===== src/rtl/odo_pkg.sv =====
// rtl/odo_pkg.sv - shared state, mode encodings and defaults for the odometer scan sequencer
package odo_pkg;

  typedef enum logic [2:0] {
    ST_IDLE,
    ST_PH_RST,
    ST_PH_REF,
    ST_PH_STR,
    ST_PH_CMP,
    ST_DONE
  } odo_state_e;

  localparam logic [1:0] MODE_RST = 2'b00;
  localparam logic [1:0] MODE_REF = 2'b01;
  localparam logic [1:0] MODE_STR = 2'b10;
  localparam logic [1:0] MODE_CMP = 2'b11;

  localparam logic [7:0] THRESH_DEFAULT = 8'd16;

endpackage


===== src/rtl/odo_phase_timer.sv =====
// rtl/odo_phase_timer.sv - per-phase down counter with a last-cycle pulse
module odo_phase_timer #(
  parameter int PHASE_LEN = 120
) (
  input  logic clk,
  input  logic rst_n,
  input  logic load_i,
  output logic last_o
);

  localparam int CW = (PHASE_LEN > 1) ? $clog2(PHASE_LEN) : 1;
  localparam logic [CW-1:0] LOAD_VAL = CW'(PHASE_LEN - 1);

  logic [CW-1:0] cnt_q;
  logic [CW-1:0] cnt_d;

  always_comb begin
    cnt_d = cnt_q;
    if (load_i) begin
      cnt_d = LOAD_VAL;
    end else if (cnt_q != '0) begin
      cnt_d = cnt_q - CW'(1);
    end
  end

  always_ff @(posedge clk or negedge rst_n) begin
    if (!rst_n) begin
      cnt_q <= '0;
    end else begin
      cnt_q <= cnt_d;
    end
  end

  assign last_o = (cnt_q == '0);

endmodule


===== src/rtl/odo_cdir_sequencer.sv =====
// rtl/odo_cdir_sequencer.sv - steps each odometer through reset/reference/stress/compare
// phases and captures the decoder's frequency difference at the end of compare.
module odo_cdir_sequencer
  import odo_pkg::*;
#(
  parameter int         NUM_ODO   = 2,
  parameter int         PHASE_LEN = 120,
  parameter logic [7:0] THRESH    = THRESH_DEFAULT
) (
  input  logic       clk,
  input  logic       rst_n,
  input  logic       start,
  input  logic       abort,
  input  logic [7:0] freq_diff,
  output logic [1:0] mode,
  output logic [2:0] ODO_SEL_MUX,
  output logic       busy,
  output logic       diff_valid,
  output logic [7:0] diff_out,
  output logic [2:0] diff_idx,
  output logic [7:0] max_diff,
  output logic       recycled,
  output logic       done
);

  localparam logic [2:0] LAST_ODO = 3'(NUM_ODO - 1);

  odo_state_e state_q;
  logic [1:0] mode_q;
  logic [2:0] sel_q;
  logic       busy_q;
  logic       diff_valid_q;
  logic [7:0] diff_out_q;
  logic [2:0] diff_idx_q;
  logic [7:0] max_diff_q;
  logic       recycled_q;
  logic       done_q;

  logic       phase_last;
  logic       timer_load;

  // Holding the timer loaded outside the phases means every phase entry starts a full count.
  assign timer_load = (state_q == ST_IDLE) || (state_q == ST_DONE) || phase_last;

  odo_phase_timer #(
    .PHASE_LEN(PHASE_LEN)
  ) u_timer (
    .clk   (clk),
    .rst_n (rst_n),
    .load_i(timer_load),
    .last_o(phase_last)
  );

  always_ff @(posedge clk or negedge rst_n) begin
    if (!rst_n) begin
      state_q      <= ST_IDLE;
      mode_q       <= MODE_RST;
      sel_q        <= '0;
      busy_q       <= 1'b0;
      diff_valid_q <= 1'b0;
      diff_out_q   <= '0;
      diff_idx_q   <= '0;
      max_diff_q   <= '0;
      recycled_q   <= 1'b0;
      done_q       <= 1'b0;
    end else begin
      diff_valid_q <= 1'b0;
      done_q       <= 1'b0;
      case (state_q)
        ST_IDLE: begin
          if (start) begin
            state_q    <= ST_PH_RST;
            mode_q     <= MODE_RST;
            busy_q     <= 1'b1;
            sel_q      <= '0;
            max_diff_q <= '0;
            recycled_q <= 1'b0;
          end
        end
        ST_PH_RST, ST_PH_REF, ST_PH_STR, ST_PH_CMP: begin
          if (abort) begin
            state_q <= ST_IDLE;
            mode_q  <= MODE_RST;
            busy_q  <= 1'b0;
          end else if (phase_last) begin
            case (state_q)
              ST_PH_RST: begin
                state_q <= ST_PH_REF;
                mode_q  <= MODE_REF;
              end
              ST_PH_REF: begin
                state_q <= ST_PH_STR;
                mode_q  <= MODE_STR;
              end
              ST_PH_STR: begin
                state_q <= ST_PH_CMP;
                mode_q  <= MODE_CMP;
              end
              default: begin
                diff_valid_q <= 1'b1;
                diff_out_q   <= freq_diff;
                diff_idx_q   <= sel_q;
                if (freq_diff > max_diff_q) begin
                  max_diff_q <= freq_diff;
                end
                if (freq_diff > THRESH) begin
                  recycled_q <= 1'b1;
                end
                mode_q <= MODE_RST;
                if (sel_q < LAST_ODO) begin
                  sel_q   <= sel_q + 3'd1;
                  state_q <= ST_PH_RST;
                end else begin
                  state_q <= ST_DONE;
                  busy_q  <= 1'b0;
                  done_q  <= 1'b1;
                end
              end
            endcase
          end
        end
        ST_DONE: begin
          state_q <= ST_IDLE;
        end
        default: begin
          state_q <= ST_IDLE;
          mode_q  <= MODE_RST;
          busy_q  <= 1'b0;
        end
      endcase
    end
  end

  assign mode        = mode_q;
  assign ODO_SEL_MUX = sel_q;
  assign busy        = busy_q;
  assign diff_valid  = diff_valid_q;
  assign diff_out    = diff_out_q;
  assign diff_idx    = diff_idx_q;
  assign max_diff    = max_diff_q;
  assign recycled    = recycled_q;
  assign done        = done_q;

endmodule

===== config.mk =====
export PLATFORM = sky130hd
export DESIGN_NAME = odo_cdir_sequencer
export DESIGN_NICKNAME = d
export VERILOG_FILES = /design/src/rtl/odo_pkg.sv /design/src/rtl/odo_phase_timer.sv /design/src/rtl/odo_cdir_sequencer.sv
export SDC_FILE = /design/constraint.sdc
export NUM_CORES = 1
export LEC_CHECK = 0
export CORE_MARGIN = 1.5
export CORE_UTILIZATION = 42
export DETAILED_ROUTE_END_ITERATION = 7
export HOLD_SLACK_MARGIN = 0.03
export PLACE_DENSITY = 0.71
export SLEW_MARGIN = 20
export SYNTH_ARGS = -nofsm -noshare
export SYNTH_HDL_FRONTEND = slang
export SYNTH_HIERARCHICAL = 1
export SYNTH_SLANG_ARGS = --single-unit
export TNS_END_PERCENT = 10

===== constraint.sdc =====
create_clock -name clk -period 4.02 [get_ports clk]
set_clock_uncertainty 0.05 [all_clocks]
set_input_delay 1.005 -clock clk [delete_from_list [all_inputs] [get_ports clk]]
set_output_delay 1.005 -clock clk [all_outputs]
set_load 0.005 [all_outputs]

# Yosys cells after proc, flatten, opt, wreduce, memory -nomap -nowiden
# Index checks and enable logic that the tools add are counted.
[op_classes] add_sub_neg=2 n_lt_le_gt_ge=3 eq_ne=15 mux=46 bitwise=3 n_reduce_logical=16
[ops] cell="$mux W8" n=5
[ops] cell="$mux W3" n=9
[ops] cell="$mux W1" n=19
[ops] cell="$reduce_and A6 Y1" n=3
[ops] cell="$pmux W8 S2" n=1
[ops] cell="$mux W7" n=2
[ops] cell="$ne A2 B2 Y1 const B" n=7
[ops] cell="$pmux W2 S3" n=2
[ops] cell="$pmux W3 S2" n=2
[ops] cell="$ne A3 B3 Y1 const B" n=3
[ops] cell="$pmux W3 S3" n=1
[ops] cell="$gt A8 B5 Y1 const B" n=1
[ops] cell="$gt A8 B8 Y1" n=1
[ops] cell="$logic_not A7 Y1" n=1
[ops] cell="$reduce_bool A7 Y1" n=1
[ops] cell="$sub A7 B1 Y7 const B" n=1
[ops] cell="$eq A3 B2 Y1 const B" n=2
[ops] cell="$eq A3 B3 Y1 const B" n=2
[ops] cell="$mux W2" n=3
[ops] cell="$reduce_and A5 Y1" n=1
[ops] cell="$reduce_and A4 Y1" n=1
[ops] cell="$reduce_bool A2 Y1" n=2
[ops] cell="$reduce_or A4 Y1" n=1
[ops] cell="$add A3 B1 Y3 const B" n=1
[ops] cell="10 further kinds" n=13
[totals] ff_bits=38 inputBits=12 word_cells=96

# Longest topological paths before layout
# Gate-level depths: netlist (run 1).
[logic_depth] word_depth=6 depth_mapped=10 mapped_depth_nobuf=9

# Cells and area by module
# The synthesis (run 1) kept the hierarchy.
[modules_own_cells] mod="odo_cdir_sequencer" instances=1 cells_per_inst=160 area_each_um2=1686.6 seq_area_each_um2=775.7
[modules_own_cells] mod="odo_phase_timer" instances=1 cells_per_inst=43 area_each_um2=410.4 seq_area_each_um2=175.2

# Worst setup path before layout (run 1)
# No wires, ideal clock.
[synth_path] path_type="reg-to-reg" from="register u_timer.cnt_q[0]" to="register diff_idx_q[0], in the netlist diff_idx[0]" setup_time_ns=0.128 arrival_ns=2.243 required_ns=3.842 slack_ns=1.599 path_stages_with_launch=10 path_buffers=1 path_cell_list="dfrtp_1 inv_1 ha_1 or3b_2 nor2_1 nor2b_4 nand2_2 nor2_4 buf_6 mux2_1"
[synth_between] elab_chain_len=2
[synth_rtl] element="from (decl)" line="odo_phase_timer.sv:14" rtl="logic [CW-1:0] cnt_q;"
[synth_rtl] element="from (signal assigned)" line="odo_phase_timer.sv:30" rtl="cnt_q <= cnt_d;"
[synth_rtl] element="$logic_not A7 Y1" line="odo_phase_timer.sv:34" rtl="assign last_o = (cnt_q == '0);"
[synth_rtl] element="net phase_last" line="odo_cdir_sequencer.sv:39" rtl="logic phase_last;"
[synth_rtl] element="$reduce_and A4 Y1 (no line)"
[synth_rtl] element="to (signal assigned)" line="odo_cdir_sequencer.sv:102" rtl="diff_idx_q <= sel_q;"
[synth_rtl] element="to (decl)" line="odo_cdir_sequencer.sv:34" rtl="logic [2:0] diff_idx_q;"
# The timed path passes the listed nets, and every way through them passes these cells.
# A chain may end at the register's enable or synchronous reset.

# Final worst setup path (run 1)
[layout_path] from="register u_timer.cnt_q[0]" to="register max_diff_q[4], in the netlist max_diff[4]"
[layout_between] elab_chain_len=3
[layout_rtl] element="$logic_not A7 Y1" line="odo_phase_timer.sv:34"
[layout_rtl] element="net phase_last" line="odo_cdir_sequencer.sv:39"
[layout_rtl] element="$ne A2 B2 Y1 (no line)"
[layout_rtl] element="$reduce_and A6 Y1 (no line)"
[layout_rtl] element="to (signal assigned)" line="odo_cdir_sequencer.sv:104" rtl="max_diff_q <= freq_diff;"
[layout_rtl] element="to (decl)" line="odo_cdir_sequencer.sv:35" rtl="logic [7:0] max_diff_q;"
# The timed path passes the listed nets, and every way through them passes these cells.

==> impl_results.md, run 1 <==
* Vias in the first global route at 1523
* Antenna cells at 0
* Critical Path End Type: flop
* Worst-path clk slew at around 0.070 ns
* Worst endpoint required time at 4.17 ns
* Layout Area Growth over Synthesis at 26.4%
* FF+latch area at ~950 um2
* Final setup violation count at 0
* CTS Hold Bufs at 0
* Fmax at 332 MHz
* Startpoint types: flop
* Post-CTS sizing at 0
* Warnings, synthesis at 6
* Synth Register Bits at 38
* CTS tree: built
* H-tree depth at 2
* Latest clock arrival within the worst-skew pair at 0.29 ns
* Cell variety after synth at 53
* Gpl congestion at a little over 0.8
* Ys flop type: dfrtp_1
* Max transition margin at 44.7%
* Remaining global-route overflow at 0
* Hold Fails Final Rpt at 0
* DR vias/cell at between 5 and 6
* First-pass DRT Iterations at 4
* Period utilization at roughly 75%
* Min setup slack post-route at around 1.0 ns
* Top-Level Pins at 40
* Worst Hold Path Cells at 1
* Number of port buffers at 39
* Fill cells at about 450
* Layout net count at approximately 260
* Post-DP HPWL at 3060 um
* Setup tns final at 0 ns
* Post-Place Worst Slack at 0.953 ns
* Vias at 1625
* Worst R2R Start: u_timer/cnt_q[0]$_DFFE_PN0P_
* Number of flops mapped to enable cells by yosys at 0
* Hold path start: diff_idx[2]$_DFFE_PN0P_
* Hold endpoint: diff_idx[2]$_DFFE_PN0P_
* Multi-input gate area at around 1000 um2
* Final Critical Period at 3.02 ns
* Asr flop ratio synth at 100%
* Synthesized instance count at 203
* Syn_nets at around 230
* Worst IR Drop VDD at 0.208 mV
* Worst hold path class: reg -> reg
* Post-DRT Antenna Nets at 0
* Final Max Slew Viols at 0
* Initial antenna violation count at 0
* Residual DRC count at 0
* Least-Margin Pin Slew at 0.830 ns
* Iteration-0 DRC Markers at 83
* Avg Synthesized Cell Area at roughly 10 um2
* Routed Wire Length at 4190 um
* Worst path max stage delay at between 0.4 and 0.5 ns
* Die height at about 74 um
* CP Max Fanout at 8
* Reg2reg path depth at 9
* Die width at 73.7 um
* First-pass GRT wire length at about 7100 um
* Crit-path cells: inv_1 -> ha_1 -> or3b_2 -> nor2_1 -> nor2b_4 -> nand2_1 -> a21oi_2 -> nand4b_1 -> mux2i_1
* PwrDens at 392 nW/um2
* Pleak at 1.16 nW
* CP arrival at 3.17 ns
* Status: completed
* Core area at 4750 um2
* Row count at 25
* FF-to-FF End: max_diff[4]$_DFFE_PN0P_
* CTS Sinks at 38
* Largest net degree at the start of global routing at 39
* CP max stage cell: or3b_2
* Max Cap Viol at 0
* Seq/Total Area, Yosys at 45.3%
* Drt wl/cell at around 14 um
* RSZ-0062 raised after global routing: false
* Total Routing Usage GR at between 10% and 20%
* Clock root buffer: clkbuf_8
* Netlist area before placement at 2100 um2
* Die area at 5430 um2
* Critical path type: reg -> reg
* CTS Buffer Depth at 2
* CTS Buf Count at 5
* Initial Utilization at 44.1%
* # Post-CTS Setup Buffers at 0
* Layout cells sized above 1 at between 10% and 20%
* Worst R2R Setup Slack at 1.00 ns
registers in the layout, indices dropped and copies added, names as in the netlist:
signal,count
done,1
u_timer/cnt_q,7
mode,2
recycled,1
busy,1
state_q,3
diff_valid,1
diff_idx,3
ODO_SEL_MUX,3
max_diff,8
diff_out,8
per-stage QoR:
step / area [um2] / power (mW) / hold WS (ns) / instances / utilization, %
3_5_place_dp: 2510 / 0.654 / 0.430 / 301 / 52.8
6_report: 2650 / 1.04 / 0.440 / 309 / 55.8
5_1_grt: 2650 / 1.10 / 0.461 / 309 / 55.8
4_1_cts: 2650 / 1.05 / 0.448 / 309 / 55.8
2_1_floorplan: 2100 / 0.563 / 0.424 / 203 / -
3_3_place_gp: 2510 / 0.650 / 0.417 / 301 / 52.8
metal layers:
metal / vias to the layer above / wire (um) / GRT usage [%]
met5: - / 0 / 0
met4: 0 / 50 / 6.17
met3: 4 / 235 / 3.84
met2: 45 / 1830 / 25.2
met1: 777 / 2070 / 25.0
li1: 799 / - / -
synthesized netlist by cell type (2+ instances only):
master,instances,area share (%)
a21o_1,2,0.72
a21oi_1,8,1.9
a22o_1,2,0.84
a32o_1,2,0.95
buf_4,3,1.1
buf_6,2,1.1
clkbuf_1,2,0.36
dfrtp_1,38,45
ha_1,11,6.6
inv_1,12,2.1
mux2_1,6,3.2
mux2_2,6,3.2
mux2i_1,11,5.3
nand2_1,26,4.7
nand2b_1,2,0.60
nand3_1,4,0.95
nand4_1,2,0.60
nor2_1,8,1.4
nor2b_1,4,1.2
nor3_1,9,2.1
o211ai_1,2,0.72
o21ai_0,8,1.9
or4_1,2,0.72
xor2_1,2,0.84
critical path: cells and delay by family, from the launching register on:
family,cells,cell delay (ns)
buffers and inverters,1,0.11
adders and majority gates,1,0.19
DFF,1,0.42
AOI/OAI and AO/OA,1,0.19
and+or+nand+nor,5,1.66
muxes,1,0.31
area by class of cell:
cell class	count	share of cell area, %
multi-input cells	145	39.4
repair buffers	39	14.5
clock inverters	2	2.27
well taps	67	3.16
inverters	12	1.70
flip-flops and latches	38	35.9
clock buffers	6	3.11
how the worst max path moves through the flow:
stage	startpoint	to	slack (ns)	cells after the start
6_report	u_timer/cnt_q[0]$_DFFE_PN0P_	max_diff[4]$_DFFE_PN0P_	1.00	9
5_1_grt	u_timer/cnt_q[0]$_DFFE_PN0P_	max_diff[5]$_DFFE_PN0P_	0.72	9
4_1_cts	u_timer/cnt_q[0]$_DFFE_PN0P_	max_diff[4]$_DFFE_PN0P_	1.01	9
3_5_place_dp	freq_diff[1]	max_diff[4]$_DFFE_PN0P_	0.95	7
3_3_place_gp	freq_diff[7]	max_diff[3]$_DFFE_PN0P_	0.99	6
2_1_floorplan	u_timer/cnt_q[0]$_DFFE_PN0P_	diff_idx[0]$_DFFE_PN0P_	1.60	9
logic make-up after synthesis:
logic type | share of synthesized area (%)
AOI/OAI and AO/OA | 11.8
adders and majority gates | 6.56
buffers and inverters | 4.89
xor gates and xnor gates | 1.25
DFF | 45.3
muxes | 11.7
and+or+nand+nor | 18.5
cells in the final DEF, fill, tap and decap left out, types with 2 or more instances in the layout:
| master | instances |
|---|---|
| dfrtp_1 | 38 |
| clkdlybuf4s50_1 | 38 |
| nand2_1 | 26 |
| inv_1 | 12 |
| mux2i_1 | 11 |
| ha_1 | 11 |
| nor3_1 | 9 |
| nor2_1 | 8 |
| a21oi_1 | 8 |
| o21ai_0 | 8 |
| mux2_1 | 6 |
| mux2_2 | 6 |
| clkbuf_8 | 6 |
| nand3_1 | 4 |
| nor2b_1 | 4 |
| xor2_1 | 2 |
| a22o_1 | 2 |
| nand2b_1 | 2 |
| nand4_1 | 2 |
| o211ai_1 | 2 |
| a21o_1 | 2 |
| a32o_1 | 2 |
| bufinv_16 | 2 |
| or4_1 | 2 |
power breakdown:
| part | total [mW] | switching, mW | leakage (nW) | internal, mW |
|---|---|---|---|---|
| Combinational | 0.203 | 0.100 | 0.598 | 0.103 |
| Clock | 0.395 | 0.130 | 0.0714 | 0.265 |
| Sequential | 0.443 | 0.0324 | 0.494 | 0.410 |
No activity file was read; power rests on OpenSTA's default activity.
==> inputs of run 2 (changes only) <==
PLACE_DENSITY = 0.73   (was 0.71)
clock period = 2.7 ns   (was 4.02 ns; I/O delays follow)
==> run 2 against run 1 <==
- total power is 32% higher
- sequential cell count stayed put
- final cell count is 1.9% higher
- critical path depth is 1 higher
- clock-buffer cell count is 1 higher
- via count is 0.62% lower
- core utilization is 0.13 points higher
- maximum frequency is 21% higher
- die area stayed put
- first-iteration DRC count is 45% lower
- wire length is 0.79% higher
==> impl_results.md, run 2 (synthesis gave the netlist of run 1 again) <==
* Worst-path clk slew at 0.07 ns
* Worst hold margin at about 0.43 ns
* First-pass GRT wire length at 7180 um
* Top-Level Pins at 40
* Top layer in use: met4
* PwrDens at 517 nW/um2
* # Post-CTS Setup Buffers at 0
* Antenna cells at 0
* Layout Area Growth over Synthesis at 26.7%
* Iteration-0 DRC Markers at 46
* Multi-input gate area at 1040 um2
* Fmax at 403 MHz
* Residual DRC count at 0
* Setup tns final at 0 ns
* Die height at 73.7 um
* Max transition margin at between 40% and 50%
* Most frequent cells in the layout: dfrtp_1 (38), clkdlybuf4s50_1 (38), nand2_1 (26), inv_1 (12)
* CP arrival at 2.61 ns
* Fill cells at 458
* Initial antenna violation count at 0
* Setup crit start: u_timer/cnt_q[0]$_DFFE_PN0P_
* CTS Buffer Depth at 2
* Least-Margin Pin Slew at 0.829 ns
* Clk pwr share at 29.3%
* Post-DRT Antenna Nets at 0
* Final Max Slew Viols at 0
* Row count at 25
* Critical path type: reg -> reg
* Layout cells sized above 1 at 12.1%
* Drt wl/cell at 13.4 um
* Worst endpoint required time at 2.82 ns
* Max Cap Viol at 0
* Vias in the first global route at 1540
* Worst R2R Start: u_timer/cnt_q[0]$_DFFE_PN0P_
* Psw at 396 uW
* Final setup violation count at 0
* Total Routing Usage GR at 17.4%
* CTS Buf Count at 5
* Worst Setup EP: max_diff[6]$_DFFE_PN0P_
* Remaining global-route overflow at 0
* DR vias/cell at around 5.1
* Initial Utilization at roughly 44%
* Vias at 1615
* Period utilization at 92.0%
* Latest clock arrival within the worst-skew pair at 0.30 ns
* Final Critical Period at 2.48 ns
* Critical Path End Type: flop
* Switching share of power at 28.8%
* Top delay family on crit path: simple AND/OR/NAND/NOR gates
* CP Max Fanout at 4
* Worst path max stage delay at 0.48 ns
* Hold Fails Final Rpt at 0
* Routed Wire Length at 4230 um
* CP max stage cell: or3b_2
* Critical Path Stages at 10
* Layout net count at 270
* Crit-path cells: inv_1 -> ha_1 -> or3b_2 -> nor2_1 -> nor2b_4 -> nand2_1 -> a21oi_2 -> nand4b_1 -> buf_4 -> mux2i_1
* Gpl congestion at just under 0.9
* H-tree depth at 2
* M1 WL at 2080 um
* Status: completed
* WP buf/inv at 2
* Reg2reg path depth at 10
* Post-DP HPWL at about 3100 um
* FF-to-FF End: max_diff[6]$_DFFE_PN0P_
* Pleak at 1.17 nW
* Comb pwr share at 22.7%
* Startpoint types: flop
* Core area at 4750 um2
* RSZ-0062 raised after global routing: false
* Clock root buffer: clkbuf_8
* Sequential power share at a little under half
* Die area at 5430 um2
* CTS Sinks at 38
* FF+latch area at 951 um2
* Cell internal pwr at 979 uW
* Worst hold path class: in -> async
* CTS tree: built
* Worst R2R Setup Slack at 0.22 ns
* Largest net degree at the start of global routing at 39
* WL met2 at 1920 um
* First-pass DRT Iterations at 4
* Number of port buffers at 39
* Worst IR Drop VDD at 0.348 mV
* Die width at 73.7 um
* WL met3 at 149 um
* Post-CTS sizing at 0
* CTS Hold Bufs at 0
-- run 2: power groups by stage --
stage | clock network [mW] | registers, mW | logic, mW
2_1_floorplan | 0 | 0.656 | 0.183
3_3_place_gp | 0 | 0.669 | 0.309
3_5_place_dp | 0 | 0.670 | 0.314
4_1_cts | 0.413 | 0.659 | 0.315
5_1_grt | 0.441 | 0.666 | 0.356
6_report | 0.402 | 0.660 | 0.313
-- run 2: area by class of cell --
type | count | share of cell area [%]
Inverter | 12 | 1.69
Timing Repair Buffer | 45 | 16.7
Clock buffer | 7 | 3.25
Clock inverter | 1 | 0.188
Tap cell | 67 | 3.15
Multi-Input combinational cell | 145 | 39.3
Sequential cell | 38 | 35.8
-- run 2: metrics by stage --
step                area, um2  total power, mW  setup WS (ns)  cells  util (%)
floorplan                2100            0.838          0.279    203         -
global placement         2570            0.978          0.218    307      54.0
detailed placement       2570            0.983          0.156    307      54.0
CTS                      2660             1.39          0.196    315      55.9
global route             2660             1.46        0.00929    315      55.9
finish                   2660             1.38          0.217    315      55.9
-- run 2: layer usage --
layer	vias up	global-route usage, %
met5	-	0
met4	0	6.79
met3	5	4.53
met2	29	26.6
met1	774	23.7
li1	807	-
-- run 2: worst min-delay path by stage --
stage,endpoint,cells past startpoint,slack (ns)
6_report,u_timer/cnt_q[3]$_DFFE_PN0P_,1,0.43
3_5_place_dp,mode[1]$_DFFE_PN0P_,1,0.42
4_1_cts,diff_out[6]$_DFFE_PN0P_,1,0.44
2_1_floorplan,ODO_SEL_MUX[0]$_DFFE_PN0P_,0,0.33
3_3_place_gp,mode[1]$_DFFE_PN0P_,1,0.41
5_1_grt,mode[1]$_DFFE_PN0P_,1,0.45
-- run 2: worst register-to-register path: stages, from the launching register on --
cell and delay [ns]:
dfrtp_1 0.41, inv_1 0.12, ha_1 0.19, or3b_2 0.48
nor2_1 0.16, nor2b_4 0.21, nand2_1 0.08, a21oi_2 0.19
nand4b_1 0.17, buf_4 0.20, mux2i_1 0.11
